$ cat config.mk
export PLATFORM = sky130hd
export DESIGN_NAME = fetch_unit
export DESIGN_NICKNAME = d
export VERILOG_FILES = /design/src/rtl/cpu_pkg.sv /design/src/rtl/next_pc_calc.sv /design/src/rtl/fetch_unit.sv
export SDC_FILE = /design/constraint.sdc
export NUM_CORES = 1
export LEC_CHECK = 0
export ABC_CLOCK_PERIOD_IN_PS = 5300
export CORE_ASPECT_RATIO = 1.25
export CORE_UTILIZATION = 45
export CTS_CLUSTER_DIAMETER = 40
export DETAILED_ROUTE_END_ITERATION = 8
export PLACE_DENSITY = 0.74
export SETUP_SLACK_MARGIN = 0.5
export SLEW_MARGIN = 20
export SYNTH_ARGS = -nofsm -noshare
export SYNTH_HDL_FRONTEND = slang
export SYNTH_SLANG_ARGS = --single-unit
$ cat constraint.sdc
create_clock -name clk -period 5.3 [get_ports clk]
set_clock_uncertainty 0.2 [all_clocks]
set_input_delay 0.795 -clock clk [delete_from_list [all_inputs] [get_ports clk]]
set_output_delay 0.795 -clock clk [all_outputs]
set_load 0.005 [all_outputs]
$ cat src/rtl/cpu_pkg.sv
// Shared CPU definitions: fetch FSM encoding, opcode constants, reset PC and
// the next-PC address helpers.
package cpu_pkg;

  typedef enum logic [1:0] {
    IDLE  = 2'd0,
    FETCH = 2'd1,
    HOLD  = 2'd2
  } fetch_state_t;

  localparam logic [5:0] OP_RTYPE = 6'b000000;
  localparam logic [5:0] OP_J     = 6'b000010;
  localparam logic [5:0] OP_LW    = 6'b100011;
  localparam logic [5:0] OP_SW    = 6'b101011;
  localparam logic [5:0] OP_BEQ   = 6'b000100;

  localparam logic [31:0] RESET_PC = 32'h0000_0000;

  function automatic logic [31:0] jump_target(input logic [31:0] pc_plus4,
                                              input logic [25:0] index);
    return {pc_plus4[31:28], index, 2'b00};
  endfunction

  function automatic logic [31:0] branch_offset(input logic [15:0] imm);
    return {{14{imm[15]}}, imm, 2'b00};
  endfunction

endpackage

$ cat src/rtl/next_pc_calc.sv
// Next-PC selection for the held instruction; a jump outranks a taken branch.
module next_pc_calc
  import cpu_pkg::*;
(
  input  logic [31:0] pc_plus4,
  input  logic [31:0] instr,
  input  logic        Jump,
  input  logic        Branch,
  input  logic        Zero,
  output logic [31:0] next_pc
);

  // Opcode bits are decoded elsewhere; only the address fields matter here.
  logic unused_op_s;
  assign unused_op_s = &{1'b0, instr[31:26]};

  // Priority select between jump target, branch target and fall-through.
  always_comb begin
    next_pc = pc_plus4;
    if (Jump) begin
      next_pc = jump_target(pc_plus4, instr[25:0]);
    end else if (Branch && Zero) begin
      next_pc = pc_plus4 + branch_offset(instr[15:0]);
    end else begin
      next_pc = pc_plus4;
    end
  end

endmodule

$ cat src/rtl/fetch_unit.sv
// Instruction fetch sequencer: req/ack toward instruction memory, valid/ready
// toward decode, PC update on each accepted instruction.
module fetch_unit #(
  parameter logic [31:0] RESET_PC = cpu_pkg::RESET_PC,
  parameter int          CNT_W    = 32
) (
  input  logic             clk,
  input  logic             rst_n,
  input  logic             halt,
  output logic             imem_req,
  output logic [31:0]      imem_addr,
  input  logic             imem_ack,
  input  logic [31:0]      imem_rdata,
  output logic             instr_valid,
  input  logic             instr_ready,
  output logic [31:0]      instr,
  output logic [5:0]       Op,
  output logic [31:0]      pc_plus4,
  input  logic             Jump,
  input  logic             Branch,
  input  logic             Zero,
  output logic [CNT_W-1:0] retired
);
  import cpu_pkg::*;

  fetch_state_t     state_r, state_s;
  logic [31:0]      pc_r;
  logic [31:0]      instr_r;
  logic [CNT_W-1:0] retired_r;
  logic [31:0]      next_pc_s;
  logic             accept_s;

  assign accept_s  = (state_r == HOLD) && instr_ready;
  assign imem_addr = pc_r;
  assign instr     = instr_r;
  assign Op        = instr_r[31:26];
  assign pc_plus4  = pc_r + 32'd4;
  assign retired   = retired_r;

  next_pc_calc u_next_pc (
    .pc_plus4 (pc_plus4),
    .instr    (instr_r),
    .Jump     (Jump),
    .Branch   (Branch),
    .Zero     (Zero),
    .next_pc  (next_pc_s)
  );

  // State register.
  always_ff @(posedge clk or negedge rst_n) begin
    if (!rst_n) begin
      state_r <= IDLE;
    end else begin
      state_r <= state_s;
    end
  end

  // Next-state logic; an outstanding fetch always completes, even under halt.
  always_comb begin
    state_s = state_r;
    case (state_r)
      IDLE:    state_s = halt ? IDLE : FETCH;
      FETCH:   state_s = imem_ack ? HOLD : FETCH;
      HOLD: begin
        if (instr_ready) begin
          state_s = halt ? IDLE : FETCH;
        end else begin
          state_s = HOLD;
        end
      end
      default: state_s = IDLE;
    endcase
  end

  // Handshake outputs decoded from the state register only.
  always_comb begin
    imem_req    = 1'b0;
    instr_valid = 1'b0;
    case (state_r)
      FETCH:   imem_req    = 1'b1;
      HOLD:    instr_valid = 1'b1;
      default: begin
        imem_req    = 1'b0;
        instr_valid = 1'b0;
      end
    endcase
  end

  // Datapath: capture on ack in FETCH only; PC and counter advance on accept.
  always_ff @(posedge clk or negedge rst_n) begin
    if (!rst_n) begin
      pc_r      <= RESET_PC;
      instr_r   <= 32'h0000_0000;
      retired_r <= '0;
    end else begin
      if ((state_r == FETCH) && imem_ack) begin
        instr_r <= imem_rdata;
      end
      if (accept_s) begin
        pc_r      <= next_pc_s;
        retired_r <= retired_r + CNT_W'(1);
      end
    end
  end

endmodule

# Word-level counts from Yosys, hierarchy flattened
# Cells that the tools add are included.
# totals
ff_bits	98
input_bits	40
output_inout_bits	136
# op_classes
add_sub_neg	3
n_eq_ne	2
n_mux	8
n_reduce_logical	4
# op_table
cell	count
$mux 32	2
$add 32x1->32 const B	1
$add 32x3->32 const B	1
$add 32x32->32	1
$pmux 2 s3	1
$mux 2	2
$logic_and 1x1->1	3
$mux 1	3
$eq 2x1->1 const B	1
$eq 2x2->1 const B	1
$logic_not 2->1	1

# Logic depth before layout (Yosys ltp)
# Gate-level depths: netlist of run 1.
# depth
ltp_word	4
ltp_mapped	17
depth_no_buf	17

# Modules after synthesis
# Synthesis of run 1 repeated with hierarchy kept, for this count alone.
# hier_totals
cells_unflattened	693
hier_area_um2	6792.8
# modules_own_cells
module	instances	cells_each	area_per_inst_um2	seq_area_each_um2
fetch_unit	1	366	4565.6	2452.4
next_pc_calc	1	327	2227.1	0.0

# Least setup slack after synthesis of run 1
# OpenSTA, ideal clock, no wires.
# synth_timing
path_kind	flip-flop to flip-flop
from	register pc_r[5] (netlist: imem_addr[5])
to	register pc_r[31] (netlist: imem_addr[31])
setup_time_ps	92
t_arrival_ps	3382
required_time_ps	5008
path_slack_ps	1626
stages_incl_launch_ff	18
path_cell_list	dfrtp_1 -> and3_1 -> and3_2 -> nand2_2 -> nor2_1 -> nand2_1 -> xnor2_1 -> ha_1 -> a21o_1 -> a21o_1 -> a21o_1 -> a211o_1 -> o21ai_2 -> o21ai_1 -> a211oi_2 -> xnor2_1 -> and3_4 -> o31ai_2
# synth_between
elab_chain_len	4
# synth_rtl
item	line_no	rtl
from (decl)	fetch_unit.sv:27	logic [31:0] pc_r;
from (signal assigned)	fetch_unit.sv:100	pc_r <= next_pc_s;
$add 32x3->32	fetch_unit.sv:37	assign pc_plus4 = pc_r + 32'd4;
via pc_plus4[16]	fetch_unit.sv:18	output logic [31:0] pc_plus4,
$add 32x32->32	next_pc_calc.sv:23	next_pc = pc_plus4 + branch_offset(instr[15:0]);
$mux 32	next_pc_calc.sv:22	end else if (Branch && Zero) begin
$mux 32	next_pc_calc.sv:20	if (Jump) begin
# The timed path passes the listed nets, and every way through them passes these cells.
# A chain may end at the register's enable or synchronous reset.

# Worst setup path in the final report of run 1
# layout_timing
from	register pc_r[5] (netlist: imem_addr[5])
to	register pc_r[31] (netlist: imem_addr[31])
# layout_between
elab_chain_len	4
# layout_rtl
item	line_no
$add 32x3->32 *	fetch_unit.sv:37
$add 32x32->32	next_pc_calc.sv:23
$mux 32	next_pc_calc.sv:22
$mux 32 *	next_pc_calc.sv:20
# Mark *: on every way between the ends. The rest lies on a longest branch, timed or not.

==> metrics.txt, run 1 <==
outcome completed; Area contributors post-synth dfrtp_1 (38%), xnor2_1 (7.9%), ha_1 (7.2%), mux2_2 (5.6%), nand2_1 (4.2%); Max Root-Sink Buffers 2; ys flop type dfrtp_1; Antenna Violating Nets Remaining 0; TritonCTS clock tree yes; Avg WL per Cell 18.44 um; drc violations 0; Pre-Repair DR Iteration Count 5; slew margin rel. 36.12%; PortBufs 171; largest net degree at the start of global routing 62; Detailed Route WL 18990 um; boundary pin count 176; Tmin final 4092 ps; synthesized area 0.006390 mm2; async set-reset flop share out of synthesis 100.0%; biggest area consumer among synthesized cells dfrtp_1; ANT cells 0; area of the multi-input gates 0.003772 mm2; initial antenna violation count 0; Final #Nets 929; CP bufs+invs 0; most common cell in the netlist dfrtp_1; Yosys reg bits 96; final setup vio count 0; vias per cell 5.751; Area growth syn-to-layout 33.54%; # H-tree levels 3; Setup Crit Path Kind reg -> reg; crit path launch imem_addr[5]; synth cell count leaders dfrtp_1 (96), nand2_1 (72), xnor2_1 (58); DR iter-0 viols 316; site row count 48; hold violation count in the final report 0; grt total ovfl 0; detailed placement HPWL 14270 um; CTS Hold Bufs 0; syn_area_per_cell 9.247 um2; RSZ-0062 raised after global routing false; GPL Wtd Cong 0.9385; Clk Tree Root Cell clkbuf_16; Total GRT Usage 26.41%; Max-Cap Viols 0; clk slew on worst S/H paths 70 ps; Reg area 0.002402 mm2; Post-CTS Resized 0; worst reg2reg startpoint imem_addr[5]; Slowest-stage cell, CP dfrtp_1; CP Max Fanout 7; Worst-Margin Slew 955.9 ps; fin crit share 77.21%; Slew Limit Fails 0; crit-path max cell delay 440 ps; total number of vias 5924; Max Fclk 244.4 MHz; IR drop worst, VDD 0.3574 mV; die height 135.2 um; core outline area 0.01381 mm2; Post-synth EDFFs 0; Total Die Area 0.01468 mm2; worst-path cell chain and3_1 -> and3_2 -> nand2_2 -> nor2_1 -> nand2_1 -> xnor2_1 -> ha_1 -> a21o_1 -> a21o_1 -> a21o_1 -> a211o_1 -> o21ai_2 -> o21ai_1 -> a211oi_2 -> xnor2_1 -> and3_4 -> o31ai_2; setup bufs post-CTS 0; Setup crit start kind flop; CP delay by family, top compound AO/OA/AOI/OAI gates; CP most frequent cell a21o_1; die width 108.6 um; Pleak 3.706 nW; synth unique cells 61; Final TNS setup 0 ps; element type at the critical path end flop; first-pass GRT wire length 29780 um; Hold/Removal Path Class reg -> reg; share of cells above drive strength 1 8.421%; Seq/Total Area, Yosys 37.60%; Yosys warning count 0; Starting Density 46.26%; worst path required time 5370 ps; Arr. time, crit path 4160 ps; Fillers 1169; CTS Buf Count 9; Pwr Total 0.005416 W; Yosys top cell area share 37.60%; HP Start retired[31]; PD cells 634.7 mW/mm2; worst skew pair latency 360 ps; clk sinks 96; vias in the first global route 5849; Mapped Cells 691
-- final cells by class --
| type | instances | share of cell area, % |
|---|---|---|
| clock buffers | 10 | 2.683 |
| inverters | 18 | 0.7918 |
| clock inverters | 5 | 0.9531 |
| flip-flops and latches | 96 | 28.15 |
| repair buffers | 178 | 20.65 |
| well taps | 175 | 2.566 |
| multi-input cells | 548 | 44.21 |
-- routing by layer --
metal | global-route usage (%) | wire [um] | part of all wire (%)
met5 | 0 | 0 | 0
met4 | 10.21 | 463 | 2.4
met3 | 5.868 | 1164 | 6.1
met2 | 45.96 | 9911 | 52
met1 | 31.36 | 7456 | 39
-- final timing paths --
check | end | slack [ps] | depth (start not counted)
worst max-delay path | imem_addr[31] | 1210 | 17
max in group asynchronous | imem_addr[7] | 3600 | 2
worst max register to register | imem_addr[31] | 1210 | 17
worst min-delay path | retired[31] | 280 | 1
worst min register to register | retired[31] | 280 | 1
min in group asynchronous | instr[10] | 310 | 1
-- through the flow --
step / instances / instance area [um2] / utilization (%) / setup WS (ps) / hold WS [ps]
CTS: 1030 / 8533 / 61.78 / 1237 / 287.2
detailed placement: 1015 / 8223 / 59.53 / 1239 / 270.8
global placement: 1015 / 8223 / 59.53 / 1317 / 260.7
finish: 1030 / 8533 / 61.78 / 1208 / 283.6
floorplan: 694 / 6401 / - / 1626 / 245.4
global route: 1030 / 8533 / 61.78 / 988.2 / 304.4
-- power breakdown --
part / switching (W) / internal (W) / total, W
clock network: 0.000294 / 0.000412 / 0.000706
registers: 0.000340 / 0.000981 / 0.00132
logic: 0.00166 / 0.00173 / 0.00339
total: 0.00229 / 0.00313 / 0.00542
-- state kept, by name, summed over array words and instances (netlist names) --
register / flops
imem_addr: 30
retired: 32
state_r: 2
instr: 32
-- placed cells by master (no fill, tap or decap), drive strengths merged, types with 3 or more instances in the layout --
master,n
conb,4
nand2,73
clkbuf,10
inv,19
o21a,4
mux2i,5
ha,37
a31oi,3
a21o,21
nor2b,6
dfrtp,96
xnor2,58
a211o,4
o22ai,4
nand2b,4
xor2,22
and3,16
mux2,32
o211ai,8
o21ai,42
clkdlybuf4s50,170
o31ai,6
buf,8
nor3,14
nand4,14
or3,4
a21oi,46
a211oi,13
o21bai,6
nand3,30
nor2,50
-- cell families after synthesis --
kind of cell / count (synthesis) / share of synthesized area (%)
AND/OR/NAND/NOR: 217 / 16.23
AO/OA/AOI/OAI: 172 / 17.62
flip-flops: 96 / 37.60
XOR/XNOR: 80 / 10.97
buffers and inverters: 50 / 3.544
adder cells (fa/ha/maj): 38 / 7.558
multiplexers: 37 / 6.423
other: 1 / 0.05869
Power figures use the tool's default switching activity.
==> run 2, diff against run 1 <==
ABC_CLOCK_PERIOD_IN_PS = 4050   (was 5300)
clock period = 4.05 ns   (was 5.3 ns; I/O delays follow)
==> run 2 against run 1 <==
Via count grew 6.0%. Largest cell class unchanged. Highest routed layer unchanged. Critical path type unchanged. Global-route usage grew 1.5 points. Cell area grew 8.8%. Critical endpoint unchanged. Routed wire length grew 7.8%.
==> metrics.txt, run 2 (synthesized netlist as in run 1, its figures left out) <==
CTS Hold Bufs 0 (unchanged); WL met3 1330 um (was 1164 um); final setup vio count 0 (unchanged); element type at the critical path end flop (unchanged); Pwr Total 0.007763 W (was 0.005416 W); final core utilization 67.18% (was 61.78%); TritonCTS clock tree yes (unchanged); crit-path max cell delay 420 ps (was 440 ps); IR drop worst, VDD 0.4699 mV (was 0.3574 mV); Worst R2R Path Depth 18 (was 17); Setup crit start kind flop (unchanged); Tmin final 3695 ps (was 4092 ps); boundary pin count 176 (unchanged); uppermost layer routed met4 (unchanged); clk slew on worst S/H paths 70 ps (about the same); most frequent cells in the layout clkdlybuf4s50_1 (169), dfrtp_1 (91), nand2_1 (71) (was clkdlybuf4s50_1 (170), dfrtp_1 (96), nand2_1 (72)); share of cells above drive strength 1 20.42% (was 8.421%); vias in the first global route 6154 (was 5849); drc violations 0 (unchanged); Slowest-stage cell, CP dfrtp_1 (unchanged); outcome completed (unchanged); grt total ovfl 0 (unchanged); Max Fclk 270.7 MHz (was 244.4 MHz); Starting Density 46.26% (unchanged); DR iter-0 viols 430 (was 316); Total GRT Usage 27.93% (was 26.41%); clk sinks 96 (unchanged); worst path required time 4120 ps (was 5370 ps); Worst-Margin Slew 967.4 ps (was 955.9 ps); Placed Cells incl. Taps 1027 (was 1015); # H-tree levels 3 (unchanged); CP Max Fanout 6 (was 7); hold violation count in the final report 0 (unchanged); Max Root-Sink Buffers 2 (unchanged); met2 routed WL 10580 um (was 9911 um); Final #Nets 974 (was 929); first-pass GRT wire length 31800 um (was 29780 um); PortBufs 171 (unchanged); fin crit share 91.22% (was 77.21%); Pre-Repair DR Iteration Count 5 (unchanged); die width 108.6 um (unchanged); Clk Tree Root Cell clkbuf_16 (unchanged); CTS Buf Count 9 (unchanged); worst skew pair latency 360 ps (about the same); PD cells 836.5 mW/mm2 (was 634.7 mW/mm2); core outline area 0.01381 mm2 (unchanged); Arr. time, crit path 3760 ps (was 4160 ps); Hold/Removal Path Class in -> async (was reg -> reg); detailed placement HPWL 14320 um (was 14270 um); RSZ-0062 raised after global routing true (was false); Avg WL per Cell 19.02 um (was 18.44 um); slew margin rel. 35.51% (was 36.12%); Non-Filler Instances 1076 (was 1030); vias per cell 5.836 (was 5.751); Pleak 4.059 nW (was 3.706 nW); hold slack final 205.0 ps (was 283.6 ps); initial antenna violation count 0 (unchanged); Final TNS setup 0 ps (unchanged); die height 135.2 um (unchanged); Area growth syn-to-layout 45.23% (was 33.54%); Setup Crit Path Kind reg -> reg (unchanged); Antenna Violating Nets Remaining 0 (unchanged); WL met1 7836 um (was 7456 um); ANT cells 0 (unchanged); Total Die Area 0.01468 mm2 (unchanged); Max-Cap Viols 0 (unchanged); site row count 48 (unchanged); commonest non-fill, non-tap cell in the layout clkdlybuf4s50_1 (unchanged); Detailed Route WL 20470 um (was 18990 um); largest net degree at the start of global routing 74 (was 62); Slew Limit Fails 0 (unchanged); worst-path cell chain ha_4 -> and3_4 -> nand2_4 -> nor2_2 -> nand2_2 -> xnor2_4 -> ha_4 -> buf_4 -> nand4_1 -> nor2_1 -> o2bb2ai_1 -> a211o_1 -> o21ai_2 -> o21ai_2 -> a211oi_2 -> xnor2_1 -> a21oi_1 -> o31ai_2 (was and3_1 -> and3_2 -> nand2_2 -> nor2_1 -> nand2_1 -> xnor2_1 -> ha_1 -> a21o_1 -> a21o_1 -> a21o_1 -> a211o_1 -> o21ai_2 -> o21ai_1 -> a211oi_2 -> xnor2_1 -> and3_4 -> o31ai_2); GPL Wtd Cong 0.9177 (was 0.9385); total number of vias 6280 (was 5924)
-- run 2: changes by cell type in the layout (fill, tap and decap cells not counted), moves of 6 or more --
| cell | previous run | this run |
|---|---|---|
| xnor2_2 | 0 | 11 |
| a21oi_1 | 46 | 39 |
| a21oi_2 | 0 | 6 |
| ha_1 | 37 | 27 |
| xnor2_1 | 58 | 46 |
| buf_4 | 8 | 52 |
-- run 2: worst max-delay path: cells and delay by family (launching register included) --
kind / cells / cell delay (ps)
adder cells (fa/ha/maj): 2 / 390
buffers and inverters: 1 / 150
XOR/XNOR: 2 / 390
AO/OA/AOI/OAI: 7 / 1340
flip-flops: 1 / 420
AND/OR/NAND/NOR: 6 / 720
-- run 2: per-stage QoR --
step	instance area, um2	setup slack (ps)
after floorplan	6454	490.5
after global placement	8366	116.5
after detailed placement	8366	69.27
after CTS	9049	453.7
after global routing	9280	201.5
final	9280	355.5
-- run 2: cell type report --
class	instances	area, um2
Fill cell	1099	4533
Multi-Input combinational cell	548	4183
Sequential cell	96	2409
Timing Repair Buffer	223	2106
Clock buffer	10	239.0
Tap cell	175	219.0
Inverter	18	67.56
Clock inverter	6	57.56
-- run 2: timing repair --
| action | CTS | global route |
|---|---|---|
| setup buffers | 21 | 12 |
| resized for setup | 44 | 33 |
| pin swaps | 19 | 11 |
| endpoints found under the setup margin | 22 | 19 |
| gates cloned | 0 | 0 |
-- run 2: routing by layer --
metal | vias to the layer above | track usage (%)
met1 | 3080 | 33.37
met3 | 62 | 5.676
met4 | 0 | 10.36
met5 | - | 0
met2 | 276 | 48.95
li1 | 2862 | -
-- run 2: worst paths after layout --
check                              from            end  slack [ps]
setup / recovery           imem_addr[2]  imem_addr[31]         360
hold / removal                    rst_n       instr[9]         210
setup reg to reg           imem_addr[2]  imem_addr[31]         360
hold reg to reg             retired[31]    retired[31]         290
max in group asynchronous         rst_n    retired[21]        2570
min in group clk            retired[31]    retired[31]         290
-- run 2: report_power, final --
group          total, W  switching (W)  internal (W)
logic           0.00514        0.00244       0.00269
clock network  0.000867       0.000417      0.000449
registers       0.00176       0.000472       0.00129
total           0.00776        0.00333       0.00443
